===== src/rtl/dds_phase_pkg.sv =====
// rtl/dds_phase_pkg.sv - shared state type and default widths for the dds phase-offset block
package dds_phase_pkg;

  localparam int DEF_SIZE_ACC   = 16;
  localparam int DEF_SIZE_PHASE = 8;
  localparam int DEF_SIZE_TO    = 10;

  typedef enum logic {
    IDLE      = 1'b0,
    WAIT_WRAP = 1'b1
  } phase_state_t;

endpackage


===== src/rtl/dds_phase_acc.sv =====
// rtl/dds_phase_acc.sv - phase accumulator with carry-out wrap flag and next-address slice
module dds_phase_acc #(
  parameter int SIZE_ACC   = 16,
  parameter int SIZE_PHASE = 8
) (
  input  logic                  i_clk,
  input  logic                  i_rst,
  input  logic                  i_tick,
  input  logic [SIZE_ACC-1:0]   i_fcw,
  output logic [SIZE_PHASE-1:0] o_addr_next,
  output logic                  o_wrap
);

  logic [SIZE_ACC-1:0] acc;
  logic [SIZE_ACC:0]   acc_sum;

  // Sum with one extra bit so the carry-out doubles as the wrap flag.
  always_comb begin
    acc_sum     = {1'b0, acc} + {1'b0, i_fcw};
    o_wrap      = acc_sum[SIZE_ACC];
    o_addr_next = acc_sum[SIZE_ACC-1 -: SIZE_PHASE];
  end

  // Advance only on ticks; an fcw change just alters the next step size.
  always_ff @(posedge i_clk or posedge i_rst) begin
    if (i_rst) begin
      acc <= '0;
    end else if (i_tick) begin
      acc <= acc_sum[SIZE_ACC-1:0];
    end
  end

endmodule


===== src/rtl/dds_phase_apply.sv =====
// rtl/dds_phase_apply.sv - DDS address generator applying phase offsets only at accumulator wrap
module dds_phase_apply
  import dds_phase_pkg::*;
#(
  parameter int SIZE_ACC   = DEF_SIZE_ACC,
  parameter int SIZE_PHASE = DEF_SIZE_PHASE,
  parameter int SIZE_TO    = DEF_SIZE_TO
) (
  input  logic                  i_clk,
  input  logic                  i_rst,
  input  logic                  i_tick,
  input  logic [SIZE_ACC-1:0]   i_fcw,
  input  logic                  i_phase_valid,
  input  logic [SIZE_PHASE-1:0] i_phase,
  output logic                  o_phase_ready,
  output logic [SIZE_PHASE-1:0] o_addr_ref,
  output logic [SIZE_PHASE-1:0] o_addr_shift,
  output logic                  o_sample_valid,
  output logic                  o_busy
);

  // Counter value on the tick before it would read all-ones; that tick forces the apply.
  localparam logic [SIZE_TO-1:0] TO_LAST = {SIZE_TO{1'b1}} - 1'b1;

  phase_state_t          state, state_next;
  logic [SIZE_PHASE-1:0] pending;
  logic [SIZE_PHASE-1:0] applied;
  logic [SIZE_PHASE-1:0] eff_offset;
  logic [SIZE_TO-1:0]    to_cnt;
  logic [SIZE_PHASE-1:0] addr_next;
  logic                  wrap;
  logic                  accept;
  logic                  apply_now;

  dds_phase_acc #(
    .SIZE_ACC   (SIZE_ACC),
    .SIZE_PHASE (SIZE_PHASE)
  ) u_acc (
    .i_clk       (i_clk),
    .i_rst       (i_rst),
    .i_tick      (i_tick),
    .i_fcw       (i_fcw),
    .o_addr_next (addr_next),
    .o_wrap      (wrap)
  );

  // State register.
  always_ff @(posedge i_clk or posedge i_rst) begin
    if (i_rst) begin
      state <= IDLE;
    end else begin
      state <= state_next;
    end
  end

  // Handshake and apply decisions; a wrap seen while still IDLE never applies.
  always_comb begin
    state_next    = state;
    o_phase_ready = 1'b0;
    o_busy        = 1'b0;
    accept        = 1'b0;
    apply_now     = 1'b0;
    case (state)
      IDLE: begin
        o_phase_ready = 1'b1;
        accept        = i_phase_valid;
        if (i_phase_valid) begin
          state_next = WAIT_WRAP;
        end
      end
      WAIT_WRAP: begin
        o_busy    = 1'b1;
        apply_now = i_tick && (wrap || (to_cnt == TO_LAST));
        if (apply_now) begin
          state_next = IDLE;
        end
      end
      default: state_next = IDLE;
    endcase
    eff_offset = apply_now ? pending : applied;
  end

  // Offset capture, apply and timeout counting.
  always_ff @(posedge i_clk or posedge i_rst) begin
    if (i_rst) begin
      pending <= '0;
      applied <= '0;
      to_cnt  <= '0;
    end else begin
      if (accept) begin
        pending <= i_phase;
        to_cnt  <= '0;
      end else if (state == WAIT_WRAP && i_tick && !wrap) begin
        to_cnt <= to_cnt + 1'b1;
      end
      if (apply_now) begin
        applied <= pending;
      end
    end
  end

  // Output addresses update one cycle after each tick, shift channel uses the offset in force.
  always_ff @(posedge i_clk or posedge i_rst) begin
    if (i_rst) begin
      o_addr_ref     <= '0;
      o_addr_shift   <= '0;
      o_sample_valid <= 1'b0;
    end else begin
      o_sample_valid <= i_tick;
      if (i_tick) begin
        o_addr_ref   <= addr_next;
        o_addr_shift <= addr_next + eff_offset;
      end
    end
  end

endmodule


===== config.mk =====
export PLATFORM = sky130hd
export DESIGN_NAME = dds_phase_apply
export DESIGN_NICKNAME = d
export VERILOG_FILES = /design/src/rtl/dds_phase_pkg.sv /design/src/rtl/dds_phase_acc.sv /design/src/rtl/dds_phase_apply.sv
export SDC_FILE = /design/constraint.sdc
export NUM_CORES = 1
export LEC_CHECK = 0
export CORE_ASPECT_RATIO = 1.1
export CORE_MARGIN = 3
export CORE_UTILIZATION = 49
export CTS_BUF_LIST = sky130_fd_sc_hd__clkbuf_16
export DETAILED_ROUTE_END_ITERATION = 7
export PLACE_DENSITY_LB_ADDON = 0.3
export SKIP_CTS_REPAIR_TIMING = 1
export SLEW_MARGIN = 25
export SYNTH_ARGS = -nofsm -noshare
export SYNTH_HDL_FRONTEND = slang
export SYNTH_SLANG_ARGS = --single-unit

===== constraint.sdc =====
create_clock -name i_clk -period 3.9 [get_ports i_clk]
set_input_delay 0.78 -clock i_clk [delete_from_list [all_inputs] [get_ports i_clk]]
set_output_delay 0.78 -clock i_clk [all_outputs]
set_load 0.005 [all_outputs]

==> flow_metrics.tcl, run 1 <==
set metrics [dict create \
    grt_use_total 0.1995 \
    synth_edf_count 0 \
    failed_checks "negative setup slack" \
    dp_slack_ns -0.6747 \
    fillers 397 \
    synth_ff_type "dfrtp_1" \
    nets 454 \
    drc 0 \
    start_kind "input pin" \
    min_period_ns 4.096 \
    cpMostUsedCell "a21oi_1" \
    dp_hpwl_mm 5.087 \
    outcome "finished, violations left" \
    synth.distinct_cells 47 \
    holdCritStartpoint "pending[2]" \
    core_sq_mm 0.006193 \
    cp.required_ns 4.08 \
    peakVddDrop_v 0.0007431 \
    async_reset_ff_frac 1.000 \
    syn_to_final_growth_pct 44.29 \
    hold_violations 0 \
    end_kind "register" \
    finalCritPeriodShare 1.050 \
    critPathKind "input pin to register" \
    routed_wl_mm 7.902 \
    first_pass_iters 4 \
    power_density_mw_per_mm2 990.7 \
    cp_top_family "compound AO/OA/AOI/OAI gates" \
    critical_path.max_stage_delay_ns 0.37 \
    antenna_found_initial 0 \
    crit_chain "dlymetal6s2s_1 -> ha_1 -> a21oi_1 -> a2bb2oi_1 -> a21oi_1 -> a21o_1 -> a21oi_1 -> xnor2_2 -> ha_4 -> a21o_1 -> a21oi_2 -> nor2b_1 -> o21a_1 -> o41a_1 -> xnor3_1 -> mux2_4" \
    grt_pass1_wl_mm 11.65 \
    final_cell_mix "buf_4 (55), dfrtp_1 (52), nand2_1 (35)" \
    syn_avg_cell_area_sq_um 10.37 \
    clock-sinks 52 \
    grt_max_degree 36 \
    rsz0062_at_grt "yes" \
    grt_overflow_total 0 \
    tightest_slew_ns 0.7611 \
    die_area_sq_mm 0.007434 \
    hold_path.class "register to register" \
    globalplace.congestion 0.8719 \
    drv_slew 0 \
    layout_commonest_cell "buf_4" \
    initial_core_util 0.5091 \
    fin_skew_ns 0.004057 \
    cp_num_buf_inv 1 \
    wl_per_cell_um 16.46 \
    r2r-start "u_acc.acc[0]" \
    place_area_sq_mm 0.004025 \
    numPlacedInstances 465 \
    max_freq_mhz 244.2 \
    crit_start "i_fcw[1]" \
    cts_htree_levels 2 \
    num_antenna_cells 0 \
    regArea_sq_mm 0.001301 \
    fp.dieW_um 82.49 \
    via_count 2603 \
    max-cap-violations 0 \
    final_cells 480 \
    syn-cell-area_sq_mm 0.003153 \
    rows 30 \
    slowest_stage "o41a_1" \
    syn_nets 359 \
    drtAntennaViolNets 0 \
    cts_buffers 5 \
    ys_ff_latch 52 \
    clk_pin_slew_ns 0.07 \
    cts_root_buf "clkbuf_16" \
    clockBufferDepth 2 \
    setup_tns_ns -0.2199 \
    multi_input_area_sq_mm 0.002019 \
    crit_arrival_ns 4.28 \
    syn_inst 304 \
    vias_per_cell 5.423 \
    layout_setup_ws_ns -0.1957 \
    finalPower_mw 4.507 \
    cts_tree "done" \
    clk_latency_ns 0.30 \
    ios 47 \
    yosysSeqAreaShare 0.4127 \
    cp_max_fo 2 \
    layout-drive-gt1-share 0.3375 \
    finalSetupViolations 2 \
    fp.dieH_um 90.13 \
    drt_iter0_markers 129 \
    p_leak_nw 2.117 \
    final_area_sq_mm 0.004549 \
    max-slew-margin-rel 0.4919 \
    yosys_warnings 0 \
    grt_pass1_vias 2678 \
    io_buffers 46 \
]
-- synth_stat cells, types with 5 or more instances --
library cell / number / area share
nand3_1: 6 / 0.0095
mux2i_1: 5 / 0.016
nor2_1: 21 / 0.025
buf_4: 8 / 0.019
nor3_1: 5 / 0.0079
mux2_2: 23 / 0.082
a21oi_1: 13 / 0.021
inv_1: 13 / 0.015
a21o_1: 6 / 0.014
o21ai_0: 9 / 0.014
ha_1: 25 / 0.099
xnor2_1: 24 / 0.067
nand2_1: 35 / 0.042
dfrtp_1: 52 / 0.41
o21a_1: 5 / 0.012
nor2b_1: 5 / 0.0099
-- report_power, final --
group / internal, mW / leakage, nW / total (mW) / switching, mW
Clock: 0.241 / 0.0742 / 0.451 / 0.211
Combinational: 1.78 / 1.41 / 3.09 / 1.31
Sequential: 0.782 / 0.636 / 0.969 / 0.187
Total: 2.80 / 2.12 / 4.51 / 1.70
-- stage by stage --
step,hold slack [ns],utilization
6_report,0.4861,0.7345
2_1_floorplan,0.4401,-
3_3_place_gp,0.4642,0.6499
4_1_cts,0.4934,0.6737
3_5_place_dp,0.4763,0.6499
5_1_grt,0.5229,0.7345
-- layer usage --
metal | part of all wire | GRT usage
met1 | 0.39 | 0.2428
met5 | 0 | 0
met2 | 0.55 | 0.3496
met3 | 0.038 | 0.03607
met4 | 0.022 | 0.05817
-- final cells by class --
cell class | instances | area share
Multi-Input combinational cell | 224 | 0.4439
Sequential cell | 52 | 0.2860
Timing Repair Buffer | 103 | 0.2049
Clock buffer | 5 | 0.02750
Tap cell | 80 | 0.02200
Inverter | 13 | 0.01073
Clock inverter | 3 | 0.004950
-- sequential cells by signal, indices dropped and copies added, names as in the netlist --
name / flops
o_addr_shift: 8
u_acc.acc: 8
to_cnt: 10
o_addr_ref: 8
o_sample_valid: 1
state: 1
applied: 8
pending: 8
-- worst register-to-register path: cells and delay by family, from the launching register on --
kind | cells | cell delay (ns)
buffers and inverters | 1 | 0.12
and+or+nand+nor | 1 | 0.06
DFF | 1 | 0.41
muxes | 1 | 0.26
xor gates and xnor gates | 2 | 0.37
adders and majority gates | 2 | 0.43
AOI/OAI and AO/OA | 9 | 2.12
-- final timing paths --
kind                            slack (ns)  cells past startpoint              end
worst min register to register        0.49                      2       pending[2]
worst min-delay path                  0.49                      2       pending[2]
worst max-delay path                 -0.20                     16  o_addr_shift[7]
worst max register to register        0.01                     16  o_addr_shift[7]
max in group asynchronous             2.23                      3       applied[7]
min in group asynchronous             0.94                      2     u_acc.acc[0]
-- kinds of logic (layout without fill, tap and decap cells) --
group	after synthesis	in the layout	share of synthesized area
buffers and inverters	28	124	0.04524
adder cells (fa/ha/maj)	27	27	0.1119
AND/OR/NAND/NOR	90	90	0.1353
XOR/XNOR	26	26	0.07659
flip-flops	52	52	0.4127
AO/OA/AOI/OAI	52	52	0.1155
multiplexers	29	29	0.1028
No activity file was read; power rests on OpenSTA's default activity.
==> run 2, diff against run 1 <==
--- a/config.mk
+++ b/config.mk
@@ -6,10 +6,11 @@
 export NUM_CORES = 1
 export LEC_CHECK = 0
 export CORE_ASPECT_RATIO = 1.1
-export CORE_MARGIN = 3
+export CORE_MARGIN = 10
 export CORE_UTILIZATION = 49
 export CTS_BUF_LIST = sky130_fd_sc_hd__clkbuf_16
 export DETAILED_ROUTE_END_ITERATION = 7
+export HOLD_SLACK_MARGIN = 0.1
 export PLACE_DENSITY_LB_ADDON = 0.3
 export SKIP_CTS_REPAIR_TIMING = 1
 export SLEW_MARGIN = 25
==> run 2 against run 1 <==
The flow still finishes with violations (negative setup slack). Worst hold slack got worse by 0.012 ns. Clock power is essentially flat. Critical endpoint unchanged. Via count up 2.8%. Die area grew 35%. Largest cell class unchanged. Highest routed layer unchanged. First-iteration DRC count decreased by 14%.
==> flow_metrics.tcl, run 2 (synthesis results as in run 1) <==
set metrics [dict create \
    outcome "finished, violations left" \
    failed_checks "negative setup slack" \
    die_area_sq_mm 0.01005 \
    switchingPower_mw 1.779 \
    grt_max_degree 53 \
    finalPower_mw 4.617 \
    grt_overflow_total 0 \
    drc 0 \
    ios 47 \
    sw_frac_of_total 0.3853 \
    dp_hpwl_mm 5.553 \
    max_freq_mhz 246.4 \
    p_leak_nw 2.123 \
    drv_slew 0 \
    min_period_ns 4.058 \
    power_density_mw_per_mm2 1007 \
    layout_commonest_cell "buf_4" \
    fp.dieH_um 104.1 \
    pwr-share-seq 0.212 \
    cts_buffers 5 \
    via_count 2675 \
    crit_arrival_ns 4.23 \
    rsz0062_at_grt "yes" \
    max-cap-violations 0 \
    initial_core_util 0.5060 \
    layout-drive-gt1-share 0.3515 \
    antenna_found_initial 1 \
    fin_skew_ns 0.006157 \
    drtAntennaViolNets 0 \
    layout_setup_ws_ns -0.1578 \
    clockBufferDepth 2 \
    end_kind "register" \
    rows 30 \
    max-slew-margin-rel 0.5512 \
    nets 458 \
    top_register "to_cnt" \
    p_comb_frac 0.691 \
    wl_per_cell_um 18.04 \
    globalplace.congestion 0.8292 \
    place_area_sq_mm 0.004073 \
    start_kind "input pin" \
    core_sq_mm 0.006231 \
    syn_to_final_growth_pct 45.36 \
    finalSetupViolations 1 \
    slowest_stage "o41a_1" \
    cts_root_buf "clkbuf_16" \
    first_pass_iters 4 \
    hold_path.class "register to register" \
    cp_num_buf_inv 2 \
    finalCritPeriodShare 1.040 \
    grt_pass1_wl_mm 12.28 \
    final_area_sq_mm 0.004583 \
    p_clk_frac 0.098 \
    cts_htree_levels 2 \
    clk_pin_slew_ns 0.07 \
    peakVddDrop_v 0.0008325 \
    crit_chain "buf_6 -> ha_4 -> fa_2 -> a211oi_2 -> o21a_1 -> nor3_4 -> o21ai_2 -> a21oi_4 -> mux2i_2 -> inv_2 -> ha_4 -> a21o_1 -> a21oi_2 -> nor2b_1 -> o21a_1 -> o41a_1 -> xnor3_1 -> mux2_4" \
    p_int_mw 2.838 \
    io_buffers 46 \
    final_cell_mix "buf_4 (58), dfrtp_1 (52), nand2_1 (35)" \
    vias_per_cell 5.515 \
    critPathKind "input pin to register" \
    critical_path.max_stage_delay_ns 0.38 \
    clk_latency_ns 0.29 \
    cp.required_ns 4.08 \
    fp.dieW_um 96.49 \
    grt_use_total 0.1492 \
    cts_tree "done" \
    drt_iter0_markers 111 \
    routed_wl_mm 8.750 \
    setup_tns_ns -0.1578 \
    clock-sinks 52 \
    grt_pass1_vias 2700 \
    final_util 0.7355 \
    hold_violations 0 \
    cp_max_fo 3 \
    largest_register_ffs 10 \
    tightest_slew_ns 0.6702 \
    cp_top_family "compound AO/OA/AOI/OAI gates" \
]
[run 2: per-layer routing]
layer / share of wire / track usage / vias up
met4: 0.028 / 0.04470 / 0
met2: 0.52 / 0.2500 / 71
met1: 0.40 / 0.1809 / 1324
met5: 0 / 0 / -
met3: 0.052 / 0.03610 / 22
li1: - / - / 1258
[run 2: through the flow]
step	hold slack [ns]	cells	setup WS, ns
finish	0.4737	485	-0.1578
global route	0.5002	485	-0.2767
CTS	0.4791	479	-0.5044
detailed placement	0.4614	471	-0.7253
global placement	0.4695	471	-0.5773
floorplan	0.4401	304	-0.2342
[run 2: worst register-to-register path, stage by stage, from the launching register on]
cell	delay, ns
dfrtp_1	0.41
ha_4	0.18
fa_2	0.34
a211oi_2	0.22
o21a_1	0.23
nor3_4	0.07
o21ai_2	0.17
a21oi_4	0.10
mux2i_2	0.27
inv_2	0.11
ha_4	0.25
a21o_1	0.19
a21oi_2	0.17
nor2b_1	0.06
o21a_1	0.20
o41a_1	0.38
xnor3_1	0.19
mux2_4	0.26
[run 2: area by class of cell]
cell class / count / area, sq um
tap: 80 / 100.1
fill: 443 / 1648
antenna: 1 / 2.502
clock buffer: 5 / 125.1
clock inverter: 3 / 22.52
inverter: 13 / 51.30
multi-input combinational: 224 / 2017
sequential: 52 / 1301
timing repair buffer: 107 / 963.4
[run 2: path summary, 6_finish.rpt]
| path | startpoint | to | slack (ns) | cells past startpoint |
|---|---|---|---|---|
| setup / recovery | i_fcw[0] | o_addr_shift[7] | -0.16 | 18 |
| hold / removal | pending[6] | pending[6] | 0.47 | 2 |
| setup reg to reg | u_acc.acc[0] | o_addr_shift[7] | -0.01 | 17 |
| hold reg to reg | pending[6] | pending[6] | 0.47 | 2 |
| max in group asynchronous | i_rst | pending[5] | 2.52 | 2 |
| min in group asynchronous | i_rst | applied[1] | 0.94 | 2 |
[run 2: power groups by stage]
stage | Combinational (mW) | Sequential, mW | Clock (mW)
after floorplan | 1.68 | 0.903 | 0
final | 3.19 | 0.978 | 0.451
after global routing | 3.45 | 1.00 | 0.478
after global placement | 2.66 | 0.935 | 0
after CTS | 2.77 | 0.937 | 0.454
after detailed placement | 2.74 | 0.943 | 0
==> run 3, diff against run 2 <==
--- a/config.mk
+++ b/config.mk
@@ -5,14 +5,13 @@
 export SDC_FILE = /design/constraint.sdc
 export NUM_CORES = 1
 export LEC_CHECK = 0
-export CORE_ASPECT_RATIO = 1.1
+export CORE_ASPECT_RATIO = 0.75
 export CORE_MARGIN = 10
 export CORE_UTILIZATION = 49
 export CTS_BUF_LIST = sky130_fd_sc_hd__clkbuf_16
 export DETAILED_ROUTE_END_ITERATION = 7
 export HOLD_SLACK_MARGIN = 0.1
 export PLACE_DENSITY_LB_ADDON = 0.3
-export SKIP_CTS_REPAIR_TIMING = 1
 export SLEW_MARGIN = 25
 export SYNTH_ARGS = -nofsm -noshare
 export SYNTH_HDL_FRONTEND = slang
==> run 3 against run 2 <==
The flow still finishes with violations (negative setup slack). Sequential power is 1% lower. Maximum frequency is 0.11% higher. Setup slack better by 0.0044 ns. Combinational power hardly changed. Critical path type unchanged. Largest cell class unchanged.
==> flow_metrics.tcl, run 3 (synthesis results as in run 1) <==
set metrics [dict create \
    crit_start "i_fcw[5]" \
    max-slew-margin-rel 0.5633 \
    clk_latency_ns 0.29 \
    layout_commonest_cell "buf_4" \
    hold_ws_ns 0.4793 \
    p_int_mw 2.893 \
    cts_tree "done" \
    fin_skew_ns 0.004718 \
    nets 463 \
    grt_max_degree 53 \
    ios 47 \
    crit_chain "clkdlybuf4s50_1 -> ha_1 -> nor3_2 -> o21a_1 -> nor3_4 -> o21ai_2 -> a21oi_4 -> mux2i_1 -> inv_1 -> ha_1 -> a21o_1 -> a21oi_4 -> nor2b_1 -> o21a_1 -> o41a_1 -> xnor3_1 -> mux2_4" \
    hold_violations 0 \
    cp.required_ns 4.08 \
    r2r-start "u_acc.acc[0]" \
    grt_pass1_vias 2652 \
    switchingPower_mw 1.676 \
    first_pass_iters 4 \
    fillers 425 \
    critical_path.max_stage_delay_ns 0.46 \
    power_density_mw_per_mm2 999.9 \
    pwr-share-seq 0.212 \
    cp_top_family "compound AO/OA/AOI/OAI gates" \
    num_antenna_cells 0 \
    p_leak_nw 2.083 \
    sw_frac_of_total 0.3669 \
    fp.dieH_um 89.47 \
    max-cap-violations 0 \
    grt_use_total 0.1570 \
    regArea_sq_mm 0.001301 \
    drv_slew 0 \
    drtAntennaViolNets 0 \
    hold_buffers 0 \
    rsz0062_at_grt "yes" \
    peakVddDrop_v 0.0007695 \
    wl_per_cell_um 15.99 \
    grt_overflow_total 0 \
    critPathKind "input pin to register" \
    cts_buffers 5 \
    holdCritStartpoint "pending[5]" \
    multi_input_area_sq_mm 0.002007 \
    setup_tns_ns -0.1534 \
    finalCritPeriodShare 1.039 \
    outcome "finished, violations left" \
    max_freq_mhz 246.7 \
    syn_to_final_growth_pct 44.92 \
    crit_arrival_ns 4.23 \
    layout-drive-gt1-share 0.3374 \
    clock-sinks 52 \
    drt_iter0_markers 79 \
    cp_num_buf_inv 2 \
    io_buffers 46 \
    vias_per_cell 5.253 \
    grt_pass1_wl_mm 12.90 \
    initial_core_util 0.5015 \
    tightest_slew_ns 0.6551 \
    p_clk_frac 0.094 \
    clk_pin_slew_ns 0.07 \
    finalSetupViolations 1 \
    failed_checks "negative setup slack" \
    hold_path.class "register to register" \
    top_register "to_cnt" \
    cts_htree_levels 2 \
    start_kind "input pin" \
    cp_max_fo 4 \
    slowest_stage "clkdlybuf4s50_1" \
    core_sq_mm 0.006287 \
    rows 25 \
    dp_slack_ns -0.7856 \
    routed_wl_mm 7.834 \
    die_area_sq_mm 0.01008 \
    dp_hpwl_mm 5.496 \
    min_period_ns 4.053 \
    largest_register_ffs 10 \
    final_cell_mix "buf_4 (62), dfrtp_1 (52), nand2_1 (35)" \
    via_count 2574 \
    final_util 0.7268 \
    end_kind "register" \
    layout_setup_ws_ns -0.1534 \
    drc 0 \
    antenna_found_initial 0 \
    cts_root_buf "clkbuf_16" \
    clockBufferDepth 2 \
    p_comb_frac 0.694 \
    globalplace.congestion 0.8702 \
    fp.dieW_um 112.6 \
]
-- run 3: layer usage --
metal | vias up | part of all wire | GRT usage
li1 | 1264 | - | -
met1 | 1241 | 0.45 | 0.1923
met2 | 55 | 0.49 | 0.2693
met3 | 14 | 0.051 | 0.04359
met4 | 0 | 0.012 | 0.03793
met5 | - | 0 | 0
-- run 3: layout make-up --
cell class	count	share of cell area
repair buffers	112	0.2119
multi-input cells	224	0.4392
inverters	13	0.01123
clock buffers	5	0.02738
flip-flops and latches	52	0.2848
clock inverters	3	0.003286
well taps	81	0.02218
-- run 3: power groups by stage --
| stage | Clock [mW] | Combinational, mW | Sequential (mW) |
|---|---|---|---|
| 3_5_place_dp | 0 | 2.66 | 0.949 |
| 5_1_grt | 0.466 | 3.49 | 0.999 |
| 4_1_cts | 0.438 | 2.93 | 0.953 |
| 6_report | 0.430 | 3.17 | 0.968 |
| 3_3_place_gp | 0 | 2.60 | 0.939 |
| 2_1_floorplan | 0 | 1.68 | 0.903 |
-- run 3: repair_timing --
action	in CTS	in global routing
resized for setup	38	25
buffers inserted	7	6
pin swaps	21	23
setup endpoints to repair	5	4
-- run 3: worst min-delay path, stage by stage, from the launching register on --
cell	delay, ns
dfrtp_1	0.34
nand2_1	0.05
nand2_1	0.06
-- run 3: path summary, 6_finish.rpt --
path                                   end  slack (ns)  cells past startpoint
setup / recovery           o_addr_shift[7]       -0.15                     17
hold / removal                  pending[5]        0.48                      2
setup reg to reg           o_addr_shift[7]        0.03                     17
hold reg to reg                 pending[5]        0.48                      2
max in group asynchronous    o_addr_ref[1]        2.52                      2
min in group asynchronous  o_addr_shift[2]        0.93                      2
-- run 3: metrics by stage --
stage | instance area (sq um) | std cells | total power, mW
final | 4569 | 490 | 4.569
after global routing | 4569 | 490 | 4.957
after CTS | 4392 | 485 | 4.317
after detailed placement | 4059 | 470 | 3.610
after global placement | 4056 | 470 | 3.539
after floorplan | 3183 | 304 | 2.581
